## src/rtl/puf_challenge_ctrl.sv

```systemverilog
// Challenge/response sequencer for the dual-adder PDL PUF core: launches one race per challenge
// and packs synchronised responses into RESP_BITS words. Optional macro: PUF_MAJORITY_VOTE_EN.
module puf_challenge_ctrl #(
    parameter int CFG_W         = 128,
    parameter int RESP_BITS     = 32,
    parameter int SETTLE_CYCLES = 16
) (
    input  logic                 clk,
    input  logic                 rst_n,
    input  logic                 chal_valid,
    output logic                 chal_ready,
    input  logic [CFG_W-1:0]     chal_cfg1,
    input  logic [CFG_W-1:0]     chal_cfg2,
    output logic [CFG_W-1:0]     puf_config1,
    output logic [CFG_W-1:0]     puf_config2,
    output logic                 puf_a,
    output logic                 puf_b,
    input  logic                 puf_c,
    output logic                 resp_valid,
    input  logic                 resp_ready,
    output logic [RESP_BITS-1:0] resp_data,
    output logic                 busy
);
    localparam int CNT_W = $clog2(RESP_BITS + 1);

    typedef enum logic [2:0] {
        S_IDLE, S_ARM, S_FIRE, S_SETTLE, S_SAMPLE, S_OUT
    } state_t;

    state_t                 r_state, w_next;
    logic [7:0]             r_timer;
    logic [CNT_W-1:0]       r_bit_cnt;
    logic [RESP_BITS-1:0]   r_shift;
    logic [CFG_W-1:0]       r_cfg1, r_cfg2;
    logic                   r_sync1, r_sync2;
    logic                   w_timer_done;
    logic                   w_last_bit;
    logic                   w_last_run;
    logic                   w_bit;

    assign w_timer_done = (r_timer == 8'(SETTLE_CYCLES - 1));
    assign w_last_bit   = (r_bit_cnt == CNT_W'(RESP_BITS - 1));

`ifdef PUF_MAJORITY_VOTE_EN
    logic [1:0] r_run;
    logic [1:0] r_ones;
    logic [2:0] w_votes;

    assign w_votes    = 3'(r_ones) + 3'(r_sync2);
    assign w_last_run = (r_run == 2'd2);
    assign w_bit      = (w_votes >= 3'd2);

    always_ff @(posedge clk or negedge rst_n) begin
        if (!rst_n) begin
            r_run  <= 2'd0;
            r_ones <= 2'd0;
        end else if (r_state == S_SAMPLE) begin
            if (w_last_run) begin
                r_run  <= 2'd0;
                r_ones <= 2'd0;
            end else begin
                r_run  <= r_run + 2'd1;
                r_ones <= r_ones + 2'(r_sync2);
            end
        end
    end
`else
    assign w_last_run = 1'b1;
    assign w_bit      = r_sync2;
`endif

    always_ff @(posedge clk or negedge rst_n) begin
        if (!rst_n) r_state <= S_IDLE;
        else        r_state <= w_next;
    end

    always_comb begin
        w_next = r_state;
        case (r_state)
            S_IDLE:   if (chal_valid) w_next = S_ARM;
            S_ARM:    if (w_timer_done) w_next = S_FIRE;
            S_FIRE:   w_next = S_SETTLE;
            S_SETTLE: if (w_timer_done) w_next = S_SAMPLE;
            S_SAMPLE: begin
                if (!w_last_run)     w_next = S_ARM;
                else if (w_last_bit) w_next = S_OUT;
                else                 w_next = S_IDLE;
            end
            S_OUT:    if (resp_ready) w_next = S_IDLE;
            default:  w_next = S_IDLE;
        endcase
    end

    // Shared dwell timer for ARM and SETTLE; cleared on every other state and on expiry.
    always_ff @(posedge clk or negedge rst_n) begin
        if (!rst_n)
            r_timer <= 8'd0;
        else if ((r_state == S_ARM || r_state == S_SETTLE) && !w_timer_done)
            r_timer <= r_timer + 8'd1;
        else
            r_timer <= 8'd0;
    end

    // puf_c is asynchronous to clk; only r_sync2 is ever consumed.
    always_ff @(posedge clk or negedge rst_n) begin
        if (!rst_n) begin
            r_sync1 <= 1'b0;
            r_sync2 <= 1'b0;
        end else begin
            r_sync1 <= puf_c;
            r_sync2 <= r_sync1;
        end
    end

    always_ff @(posedge clk or negedge rst_n) begin
        if (!rst_n) begin
            r_cfg1    <= '0;
            r_cfg2    <= '0;
            r_bit_cnt <= '0;
            r_shift   <= '0;
        end else begin
            if (r_state == S_IDLE && chal_valid) begin
                r_cfg1 <= chal_cfg1;
                r_cfg2 <= chal_cfg2;
            end
            if (r_state == S_SAMPLE && w_last_run) begin
                r_shift   <= r_shift | (RESP_BITS'(w_bit) << r_bit_cnt);
                r_bit_cnt <= r_bit_cnt + CNT_W'(1);
            end else if (r_state == S_OUT && resp_ready) begin
                r_shift   <= '0;
                r_bit_cnt <= '0;
            end
        end
    end

    assign chal_ready  = (r_state == S_IDLE) && rst_n;
    assign puf_config1 = r_cfg1;
    assign puf_config2 = r_cfg2;
    assign puf_a       = (r_state == S_FIRE) || (r_state == S_SETTLE);
    assign puf_b       = puf_a;
    assign resp_valid  = (r_state == S_OUT);
    assign resp_data   = r_shift;
    assign busy        = (r_state != S_IDLE);

endmodule

```

## config.mk

```make
export PLATFORM = sky130hd
export DESIGN_NAME = puf_challenge_ctrl
export DESIGN_NICKNAME = d
export VERILOG_FILES = /design/src/rtl/puf_challenge_ctrl.sv
export SDC_FILE = /design/constraint.sdc
export NUM_CORES = 1
export LEC_CHECK = 0
export ABC_AREA = 1
export BUFFER_PORTS_ARGS = -buffer_cell sky130_fd_sc_hd__buf_2
export CAP_MARGIN = 20
export CELL_PAD_IN_SITES_DETAIL_PLACEMENT = 1
export CELL_PAD_IN_SITES_GLOBAL_PLACEMENT = 2
export CORE_UTILIZATION = 27
export CTS_CLUSTER_SIZE = 20
export DETAILED_ROUTE_END_ITERATION = 8
export PLACE_DENSITY = 0.82
export SLEW_MARGIN = 20
export SYNTH_ARGS = -nofsm -noshare
export SYNTH_HDL_FRONTEND = slang
export SYNTH_SLANG_ARGS = --single-unit
```

## constraint.sdc

```tcl
create_clock -name clk -period 1.6 [get_ports clk]
set_input_delay 0.24 -clock clk [delete_from_list [all_inputs] [get_ports clk]]
set_output_delay 0.24 -clock clk [all_outputs]
set_load 0.01 [all_outputs]
```

==> qor.csv, run 1 <==
stage,metric,value,unit
run_status,outcome,"complete, but fails checks",
run_status,violations,setup timing,
placement,hpwl,29200,um
die,die_w,216,um
global_routing,grt_first_pass_wirelength,72700,um
die,num_rows,78,
cts,cts_tree,done,
worst_setup_path,r2r_end,puf_config1[48]$_DFFE_PN0P_,
worst_setup_path,reg2reg_depth,7,
worst_setup_path,critical_path_class,flop to output pin,
synth,syn-instance-count,1343,
worst_setup_path,required,1360,ps
pwr,power_density,1790,nW/um2
detailed_routing,final_antenna_net_count,0,
pwr,ir_drop,1.02,mV
detailed_routing,drt-total-wl,47800,um
finish,fin_util,43.8,%
global_routing,grt_overflow_total,0,
timing,slew_headroom,56.1,%
timing,rsz0062_at_grt,true,
synth,syn-num-nets,1606,
worst_setup_path,slowest_delay,430,ps
global_routing,antenna_found_initial,5,
detailed_routing,vias_per_cell,4.39,
cts,numCtsBuffers,37,
cts,clockBufferDepth,3,
die,fp.coreArea,45300,um2
worst_setup_path,startpoint,r_state[0]$_DFFE_PN0P_,
timing,post-route-period-util,103,%
detailed_routing,drc,0,
worst_setup_path,slowest_stage,dfrtp_2,
worst_setup_path,crit_path_end,chal_ready,
timing,slew_violations,0,
global_routing,grtUsageTotal,19.6,%
placement,globalplace.congestion,0.797,
pwr,leakage,0.0111,uW
cts,h-tree-depth,2,
finish,final_common_cell,buf_2,
timing,finalSetupViolCount,1,
worst_setup_path,start_kind,flop,
hold_path,hold_path_class,input pin to flop,
synth,synth_area_per_cell,9.22,um2
finish,final_cell_mix,"549 x buf_2, 324 x nand2_1, 304 x dfrtp_1",
finish,syn_to_final_growth,60.4,%
detailed_routing,dr.pass1.iters,5,
synth,synthDistinctLibCells,24,
die,die_y,216,um
synth,ys_seq_area_share,62.1,%
timing,fmax,609,MHz
timing,finalClockSkew,30.2,ps
die,initial_utilization,27.3,%
synth,ys_ff_latch,307,
worst_setup_path,crit_path_cell_trace,nor2_4 -> nand2_2 -> nor2_1 -> buf_2,
cts,path_clk_slew,60,ps
job,drv_cap,0,
worst_setup_path,crit_arrival,1400,ps
placement,port_buffers,553,
worst_setup_path,cp_max_fo,3,
global_routing,grt_start_max_net_pins,114,
placement,pre_cts_ws,99.9,ps
timing,timing.final.ws_setup,-41.9,ps
pwr,total_power,35500,uW
cts,clk_latency,540,ps
timing,timing.final.crit_period,1640,ps
worst_setup_path,r2r_slack,40,ps
detailed_routing,drt_iter0_drc,530,
synth,yosysWarnings,0,
worst_setup_path,reg2reg_from,r_state[0]$_DFFE_PN0P_,
finish,drive_gt1_share,30.8,%
die,ios,554,
worst_setup_path,end_kind,output pin,
timing,tightest_slew,658,ps
synth,synthesis.area,12400,um2
timing,hold_viol,0,
finish,finalNetCount,2433,
detailed_routing,wl_per_cell,17.1,um
global_routing,grt_pass1_vias,13400,
detailed_routing,vias,12300,
cts,clock-root-buffer,clkbuf_16,
die,dieArea,46700,um2
cts,cts_sinks,307,
## stage by stage
| step | std cells | setup TNS [ps] | area, um2 | hold slack, ps |
|---|---|---|---|---|
| after floorplan | 1343 | 0 | 12400 | -55.6 |
| after global placement | 2457 | 0 | 15700 | 54.7 |
| after detailed placement | 2457 | 0 | 15700 | 55.1 |
| after CTS | 2778 | -249 | 19600 | 4.89 |
| after global routing | 2793 | -433 | 19900 | 33.1 |
| final | 2793 | -41.9 | 19900 | 56.5 |
## cell families after synthesis
group / Yosys count / synth area share [%]
AO/OA/AOI/OAI: 298 / 12.1
adder cells (fa/ha/maj): 2 / 0.202
buffers and inverters: 347 / 13.0
flip-flops: 307 / 62.1
AND/OR/NAND/NOR: 389 / 12.6
## synth_stat cells
cell,number,share of area [%]
nand2_1,328,9.9
dfrtp_1,307,62
inv_1,278,8.4
o21ai_1,235,9.5
o21ai_0,59,2.4
buf_6,34,3.1
nor2_1,24,0.73
buf_2,22,0.89
nand3_1,17,0.69
nand4_1,8,0.40
buf_4,6,0.36
clkbuf_1,4,0.12
nor3_1,4,0.16
inv_2,3,0.091
a21oi_1,2,0.081
ha_1,2,0.20
nand2_4,2,0.18
nor2_4,2,0.18
nand2_2,1,0.051
nand3_2,1,0.081
nand3_4,1,0.14
nor3b_1,1,0.061
o21bai_2,1,0.091
o31ai_1,1,0.061
## worst max-delay path: cells and delay by family, from the launching register on
kind / cells / cell delay (ps)
buffers and inverters: 1 / 140
and+or+nand+nor: 3 / 300
DFF: 1 / 430
## timing repair
action / CTS / global route
cloned: 0 / 6
gates resized for setup: 12 / 24
setup endpoints to repair: 5 / 44
setup buffers: 5 / 5
pin swaps: 2 / 4
hold endpoints to repair: 451 / 0
hold buffers: 258 / 0
## state kept, by name (all words and copies together) (netlist names)
signal and cells:
r_timer 8, puf_config2 128, r_sync2 1, r_sync1 1
resp_data 32, puf_config1 128, r_bit_cnt 6, r_state 3
## area by class of cell
cell class | instances | area (um2)
flip-flops and latches | 307 | 7690
clock buffers | 48 | 1040
repair buffers | 854 | 6070
clock inverters | 10 | 119
diodes | 4 | 10.0
fillers | 5326 | 25400
multi-input cells | 689 | 3130
inverters | 281 | 1060
well taps | 600 | 751
## worst min path at each step
stage,start,to,slack (ps),cells past startpoint
after global placement,rst_n,puf_config2[28]$_DFFE_PN0P_,50,1
after floorplan,rst_n,puf_config1[0]$_DFFE_PN0P_,-60,0
final,chal_cfg2[71],puf_config2[71]$_DFFE_PN0P_,60,3
after CTS,chal_cfg2[71],puf_config2[71]$_DFFE_PN0P_,5,3
after detailed placement,rst_n,puf_config2[28]$_DFFE_PN0P_,60,1
after global routing,chal_cfg2[71],puf_config2[71]$_DFFE_PN0P_,30,3
## power breakdown
part	internal [uW]	total (uW)	switching (uW)
combinational	5770	13900	8170
sequential	11300	13400	2080
clock	4870	8190	3320
## routing by layer
layer | up-vias | global-route usage, % | wire (um)
met3 | 117 | 4.67 | 2890
met2 | 424 | 35.8 | 24800
met4 | 2 | 9.67 | 2070
met1 | 5945 | 21.0 | 18000
met5 | - | 0 | 13
li1 | 5773 | - | -
(Power assumes the default switching activity.)
==> run 2: changes to the inputs <==
--- a/config.mk
+++ b/config.mk
@@ -13,6 +13,7 @@
 export CORE_UTILIZATION = 27
 export CTS_CLUSTER_SIZE = 20
 export DETAILED_ROUTE_END_ITERATION = 8
+export HOLD_SLACK_MARGIN = 0.1
 export PLACE_DENSITY = 0.82
 export SLEW_MARGIN = 20
 export SYNTH_ARGS = -nofsm -noshare
==> run 2 against run 1 <==
Effect of this change:
- the flow still finishes with violations (setup timing)
- sequential share of layout area hardly changed
- worst setup slack worse by 0.91 ps
- critical endpoint unchanged
- global-route usage is essentially flat
- fmax hardly changed
- critical path depth unchanged
- sequential power is essentially flat
- critical path type unchanged
- clock-buffer cell count is the same
- first-iteration DRC count down 1.5%
==> qor.csv, run 2 (synthesis results as in run 1) <==
stage,metric,value,unit,change
die,ios,554,,unchanged
worst_setup_path,crit_arrival,1400,ps,about the same
finish,final_common_cell,buf_2,,
worst_setup_path,reg2reg_from,r_state[0]$_DFFE_PN0P_,,
die,fp.coreArea,45300,um2,unchanged
die,initial_utilization,27.3,%,unchanged
cts,cts_tree,done,,
detailed_routing,wl_per_cell,17.1,um,+0.25%
timing,holdWs,178,ps,+122 ps
hold_path,whs_path_depth,5,,+2
hold_path,hold_path_class,input pin to flop,,
placement,dp.cells,2457,,unchanged
run_status,outcome,"complete, but fails checks",,
worst_setup_path,start_kind,flop,,
detailed_routing,dr.pass1.iters,4,,-1
worst_setup_path,required,1360,ps,about the same
job,drv_cap,0,,unchanged
cts,clk_latency,540,ps,about the same
timing,tightest_slew,654,ps,-3.47 ps
timing,hold_viol,0,,unchanged
global_routing,grt_start_max_net_pins,114,,unchanged
pwr,power_density,1790,nW/um2,about the same
finish,syn_to_final_growth,60.5,%,about the same
pwr,leakage,0.0111,uW,about the same
timing,rsz0062_at_grt,true,,
die,dieArea,46700,um2,unchanged
placement,pre_cts_ws,99.9,ps,unchanged
finish,finalNetCount,2435,,+0.082%
worst_setup_path,cp_max_fo,3,,unchanged
pwr,total_power,35500,uW,about the same
timing,timing.final.ws_setup,-42.8,ps,-0.906 ps
timing,timing.final.crit_period,1640,ps,+0.906 ps
global_routing,grtUsageTotal,19.6,%,about the same
detailed_routing,drt-total-wl,47900,um,+0.36%
die,die_w,216,um,unchanged
finish,drive_gt1_share,30.6,%,-0.17 points
timing,slew_headroom,56.4,%,+0.23 points
worst_setup_path,critical_path_class,flop to output pin,,
detailed_routing,drc,0,,unchanged
pwr,ir_drop,0.936,mV,-8.5%
timing,finalClockSkew,30.5,ps,+0.320 ps
cts,clockBufferDepth,3,,unchanged
global_routing,grt_pass1_vias,13400,,+0.40%
global_routing,grt_overflow_total,0,,unchanged
global_routing,grt_first_pass_wirelength,72900,um,+0.24%
timing,post-route-period-util,103,%,about the same
worst_setup_path,r2r_slack,-30,ps,-70 ps
worst_setup_path,r2r_end,puf_config1[0]$_DFFE_PN0P_,,
cts,clock-root-buffer,clkbuf_16,,
hold_path,hold-path-endpoint,r_state[2]$_DFFE_PN0P_,,
placement,globalplace.congestion,0.797,,unchanged
cts,cts_sinks,307,,unchanged
detailed_routing,final_antenna_net_count,0,,unchanged
worst_setup_path,reg2reg_depth,6,,-1
cts,numCtsBuffers,37,,unchanged
worst_setup_path,end_kind,output pin,,
die,die_y,216,um,unchanged
finish,final_cells,2796,,+0.11%
hold_path,min_from,chal_valid,,
cts,path_clk_slew,60,ps,about the same
cts,h-tree-depth,2,,unchanged
detailed_routing,vias,12300,,+0.057%
detailed_routing,vias_per_cell,4.39,,about the same
detailed_routing,drt_iter0_drc,522,,-1.5%
placement,hpwl,29200,um,unchanged
global_routing,antenna_found_initial,6,,+1
timing,slew_violations,0,,unchanged
die,num_rows,78,,unchanged
placement,port_buffers,553,,unchanged
finish,final_cell_mix,"549 x buf_2, 325 x nand2_1, 304 x dfrtp_1",,
timing,finalSetupViolCount,2,,+1
timing,fmax,609,MHz,about the same
run_status,violations,setup timing,,
==> run 2: cell types whose count changed in the layout (fill, tap and decap cells not counted) <==
cell / before / now
nand2_1: 324 / 325
o21ai_0: 56 / 57
dlygate4sd3_1: 258 / 260
nand2_2: 5 / 4
o21ai_2: 3 / 1
buf_6: 8 / 7
diode_2: 4 / 5
buf_4: 15 / 16
o21ai_1: 235 / 236
==> run 2: through the flow <==
stage / cell area, um2 / TNS (ps) / utilization [%]
after floorplan: 12400 / 0 / -
after global placement: 15700 / 0 / 34.8
after detailed placement: 15700 / 0 / 34.8
after CTS: 19600 / -249 / 43.2
after global routing: 19900 / -533 / 43.9
final: 19900 / -70.2 / 43.9
==> run 2: timing repair <==
item	4_1_cts	5_1_grt
endpoints found under the hold margin	521	0
setup endpoints to repair	5	46
gates cloned	0	6
buffers inserted	5	5
pin swaps	2	4
resized for setup	12	19
hold buffers	260	0
==> run 2: critical path, stage by stage, from the launching register on <==
cell	delay, ps
dfrtp_2	430
nor2_4	130
nand2_2	80
nor2_1	90
buf_2	140
==> run 2: layout make-up <==
cell class | instances | area, um2
timing repair buffer | 856 | 6080
antenna | 5 | 12.5
inverter | 281 | 1060
clock buffer | 48 | 1040
sequential | 307 | 7690
fill | 5326 | 25400
multi-input combinational | 689 | 3120
clock inverter | 10 | 119
tap | 600 | 751
==> run 2: routing by layer <==
layer	vias up	wire length (um)	track usage [%]
met3	123	2970	4.69
met1	5940	17900	21.2
met2	430	25100	36.0
li1	5773	-	-
met4	2	1950	8.80
met5	-	8	0
==> run 2: worst max-delay path by stage <==
stage	from	end	slack (ps)	cells past startpoint
2_1_floorplan	r_timer[0]$_DFF_PN0_	r_state[0]$_DFFE_PN0P_	270	6
3_3_place_gp	r_state[1]$_DFFE_PN0P_	r_bit_cnt[5]$_DFFE_PN0P_	170	6
3_5_place_dp	r_state[1]$_DFFE_PN0P_	resp_data[20]$_DFFE_PN0P_	100	6
4_1_cts	r_state[1]$_DFFE_PN0P_	chal_ready	-110	4
5_1_grt	r_state[0]$_DFFE_PN0P_	chal_ready	-120	4
6_report	r_state[0]$_DFFE_PN0P_	chal_ready	-40	4
==> run 2: where the power goes <==
part | total (uW) | internal [uW] | switching (uW)
Sequential | 13400 | 11300 | 2100
Combinational | 13900 | 5760 | 8150
Clock | 8190 | 4870 | 3320
Total | 35500 | 21900 | 13600
==> run 3: changes to the inputs <==
--- a/config.mk
+++ b/config.mk
@@ -10,9 +10,10 @@
 export CAP_MARGIN = 20
 export CELL_PAD_IN_SITES_DETAIL_PLACEMENT = 1
 export CELL_PAD_IN_SITES_GLOBAL_PLACEMENT = 2
-export CORE_UTILIZATION = 27
-export CTS_CLUSTER_SIZE = 20
+export CORE_AREA = 2 2 216 218
+export CTS_CLUSTER_SIZE = 40
 export DETAILED_ROUTE_END_ITERATION = 8
+export DIE_AREA = 0 0 218 220
 export HOLD_SLACK_MARGIN = 0.1
 export PLACE_DENSITY = 0.82
 export SLEW_MARGIN = 20
==> constraint.sdc (replaced) <==
create_clock -name clk -period 2 [get_ports clk]
set_input_delay 0.3 -clock clk [delete_from_list [all_inputs] [get_ports clk]]
set_output_delay 0.3 -clock clk [all_outputs]
set_load 0.01 [all_outputs]
==> run 3 against run 2 <==
Effect of this change:
- the run now ends clean
- flip-flop and latch count is the same
- largest cell class unchanged
- critical path depth is the same
- highest routed layer unchanged
- total power shrank 22%
- die area grew 2.7%
- critical path type unchanged
- hold slack gained 48 ps
- clock-buffer cell count grew 7
- design area shrank 2.2%
==> qor.csv, run 3 (synthesis results as in run 1) <==
stage,metric,value,unit,change
run_status,outcome,"complete, no violations",,
timing,timing.final.crit_period,1890,ps,
pwr,leakage,0.0109,uW,-1.7%
global_routing,grt_overflow_total,0,,unchanged
global_routing,antenna_found_initial,2,,-4
worst_setup_path,cp_max_fo,6,,+3
timing,finalClockSkew,13.7,ps,-16.8 ps
die,fp.coreArea,45900,um2,+1.3%
cts,clock-root-buffer,clkbuf_16,,
detailed_routing,drt-total-wl,45800,um,-4.5%
finish,final_cell_mix,"552 x buf_2, 328 x nand2_1, 307 x dfrtp_1",,
finish,drive_gt1_share,29.4,%,-1.2 points
worst_setup_path,end_kind,output pin,,
timing,tightest_slew,653,ps,-0.949 ps
cts,cts_tree,done,,
cts,clk_latency,540,ps,about the same
worst_setup_path,start_kind,flop,,
detailed_routing,vias_per_cell,4.32,,-1.5%
placement,hpwl,29400,um,+0.55%
timing,rsz0062_at_grt,false,,
cts,cts_sinks,307,,unchanged
pwr,ir_drop,0.710,mV,-24%
global_routing,grt_start_max_net_pins,108,,-5.3%
die,dieArea,48000,um2,+2.7%
detailed_routing,final_antenna_net_count,0,,unchanged
timing,slew_headroom,56.4,%,+0.063 points
finish,final_cells,2782,,-0.50%
detailed_routing,wl_per_cell,16.4,um,-4.1%
detailed_routing,vias,12000,,-2.0%
die,die_y,220,um,+1.8%
die,initial_utilization,27.0,%,-0.35 points
timing,fmax,530,MHz,
cts,cts_resized,0,,-12
die,die_w,218,um,+0.87%
global_routing,grt_first_pass_wirelength,70600,um,-3.1%
finish,finalNetCount,2413,,-0.90%
die,ios,554,,unchanged
timing,hold_viol,0,,unchanged
finish,syn_to_final_growth,57.0,%,
worst_setup_path,critical_path_class,flop to output pin,,
timing,slew_violations,0,,unchanged
die,num_rows,79,,+1.3%
cts,numCtsBuffers,37,,unchanged
worst_setup_path,crit_arrival,1590,ps,+190 ps
global_routing,grt_pass1_vias,13200,,-2.0%
placement,globalplace.congestion,0.809,,+1.6%
detailed_routing,dr.pass1.iters,4,,unchanged
timing,post-route-period-util,94.4,%,
pwr,power_density,1420,nW/um2,-20%
detailed_routing,drc,0,,unchanged
job,drv_cap,0,,unchanged
finish,final_common_cell,buf_2,,
timing,setup_tns,0,ps,+70.2 ps
cts,path_clk_slew,50,ps,about the same
cts,clockBufferDepth,3,,unchanged
timing,finalSetupViolCount,0,,-2
detailed_routing,drt_iter0_drc,572,,+9.6%
cts,h-tree-depth,2,,unchanged
hold_path,hold_path_class,input pin to flop,,
global_routing,grtUsageTotal,18.5,%,-1.1 points
placement,port_buffers,553,,unchanged
worst_setup_path,required,1700,ps,+340 ps
placement,dp.cells,2459,,+0.081%
[run 3: cell types whose count changed in the layout (fill, tap and decap cells not counted), moves of 4 or more]
cell,before,now
buf_4,16,11
diode_2,5,1
buf_6,7,0
clkbuf_16,43,37
buf_16,4,0
clkbuf_1,4,10
[run 3: where the power goes]
part,switching [uW],internal [uW]
clock network,2720,3850
logic,6250,4160
registers,1670,9030
total,10600,17000
[run 3: metal layers]
metal / vias up / wire length [um] / global-route usage (%) / part of all wire, %
met3: 108 / 2920 / 4.78 / 6.4
met1: 5799 / 17900 / 21.0 / 39
met2: 398 / 23200 / 33.0 / 51
met5: - / 13 / 0 / 0.028
met4: 2 / 1670 / 7.51 / 3.6
li1: 5721 / - / - / -
[run 3: cell type report]
cell class	instances	area [um2]
fill	5448	26400
sequential	307	7680
timing repair buffer	834	5670
multi-input combinational	689	3090
clock buffer	55	1070
inverter	281	1050
tap	607	759
clock inverter	8	95.1
antenna	1	2.50
[run 3: final timing paths]
path	start	end	slack, ps	cells after the start
worst max-delay path	r_state[0]$_DFFE_PN0P_	chal_ready	110	4
worst min-delay path	chal_valid	r_state[1]$_DFFE_PN0P_	230	5
worst max register to register	r_state[0]$_DFFE_PN0P_	puf_config2[84]$_DFFE_PN0P_	320	6
worst min register to register	r_sync1$_DFF_PN0_	r_sync2$_DFF_PN0_	350	0
max in group asynchronous	rst_n	puf_config1[44]$_DFFE_PN0P_	860	4
min in group asynchronous	rst_n	puf_config2[35]$_DFFE_PN0P_	360	3
[run 3: critical path: stages, from the launching register on]
cell and delay [ps]:
dfrtp_1 470, nor2_4 180, nand2_1 140, nor2_1 110, buf_2 140
[run 3: repair_timing]
action,CTS,global route
buffers inserted,0,0
hold buffers,259,0
hold endpoints to repair,443,0
[run 3: per-stage QoR]
stage | power [uW] | utilization [%] | hold WS (ps) | area (um2) | worst slack [ps]
6_report | 27700 | 42.4 | 226 | 19400 | 112
5_1_grt | 29600 | 42.4 | 256 | 19400 | 2.93
4_1_cts | 27700 | 42.4 | 194 | 19400 | 39.7
3_5_place_dp | 20500 | 34.2 | 339 | 15700 | 405
3_3_place_gp | 20100 | 34.2 | 335 | 15700 | 473
2_1_floorplan | 15900 | - | 4.41 | 12400 | 669
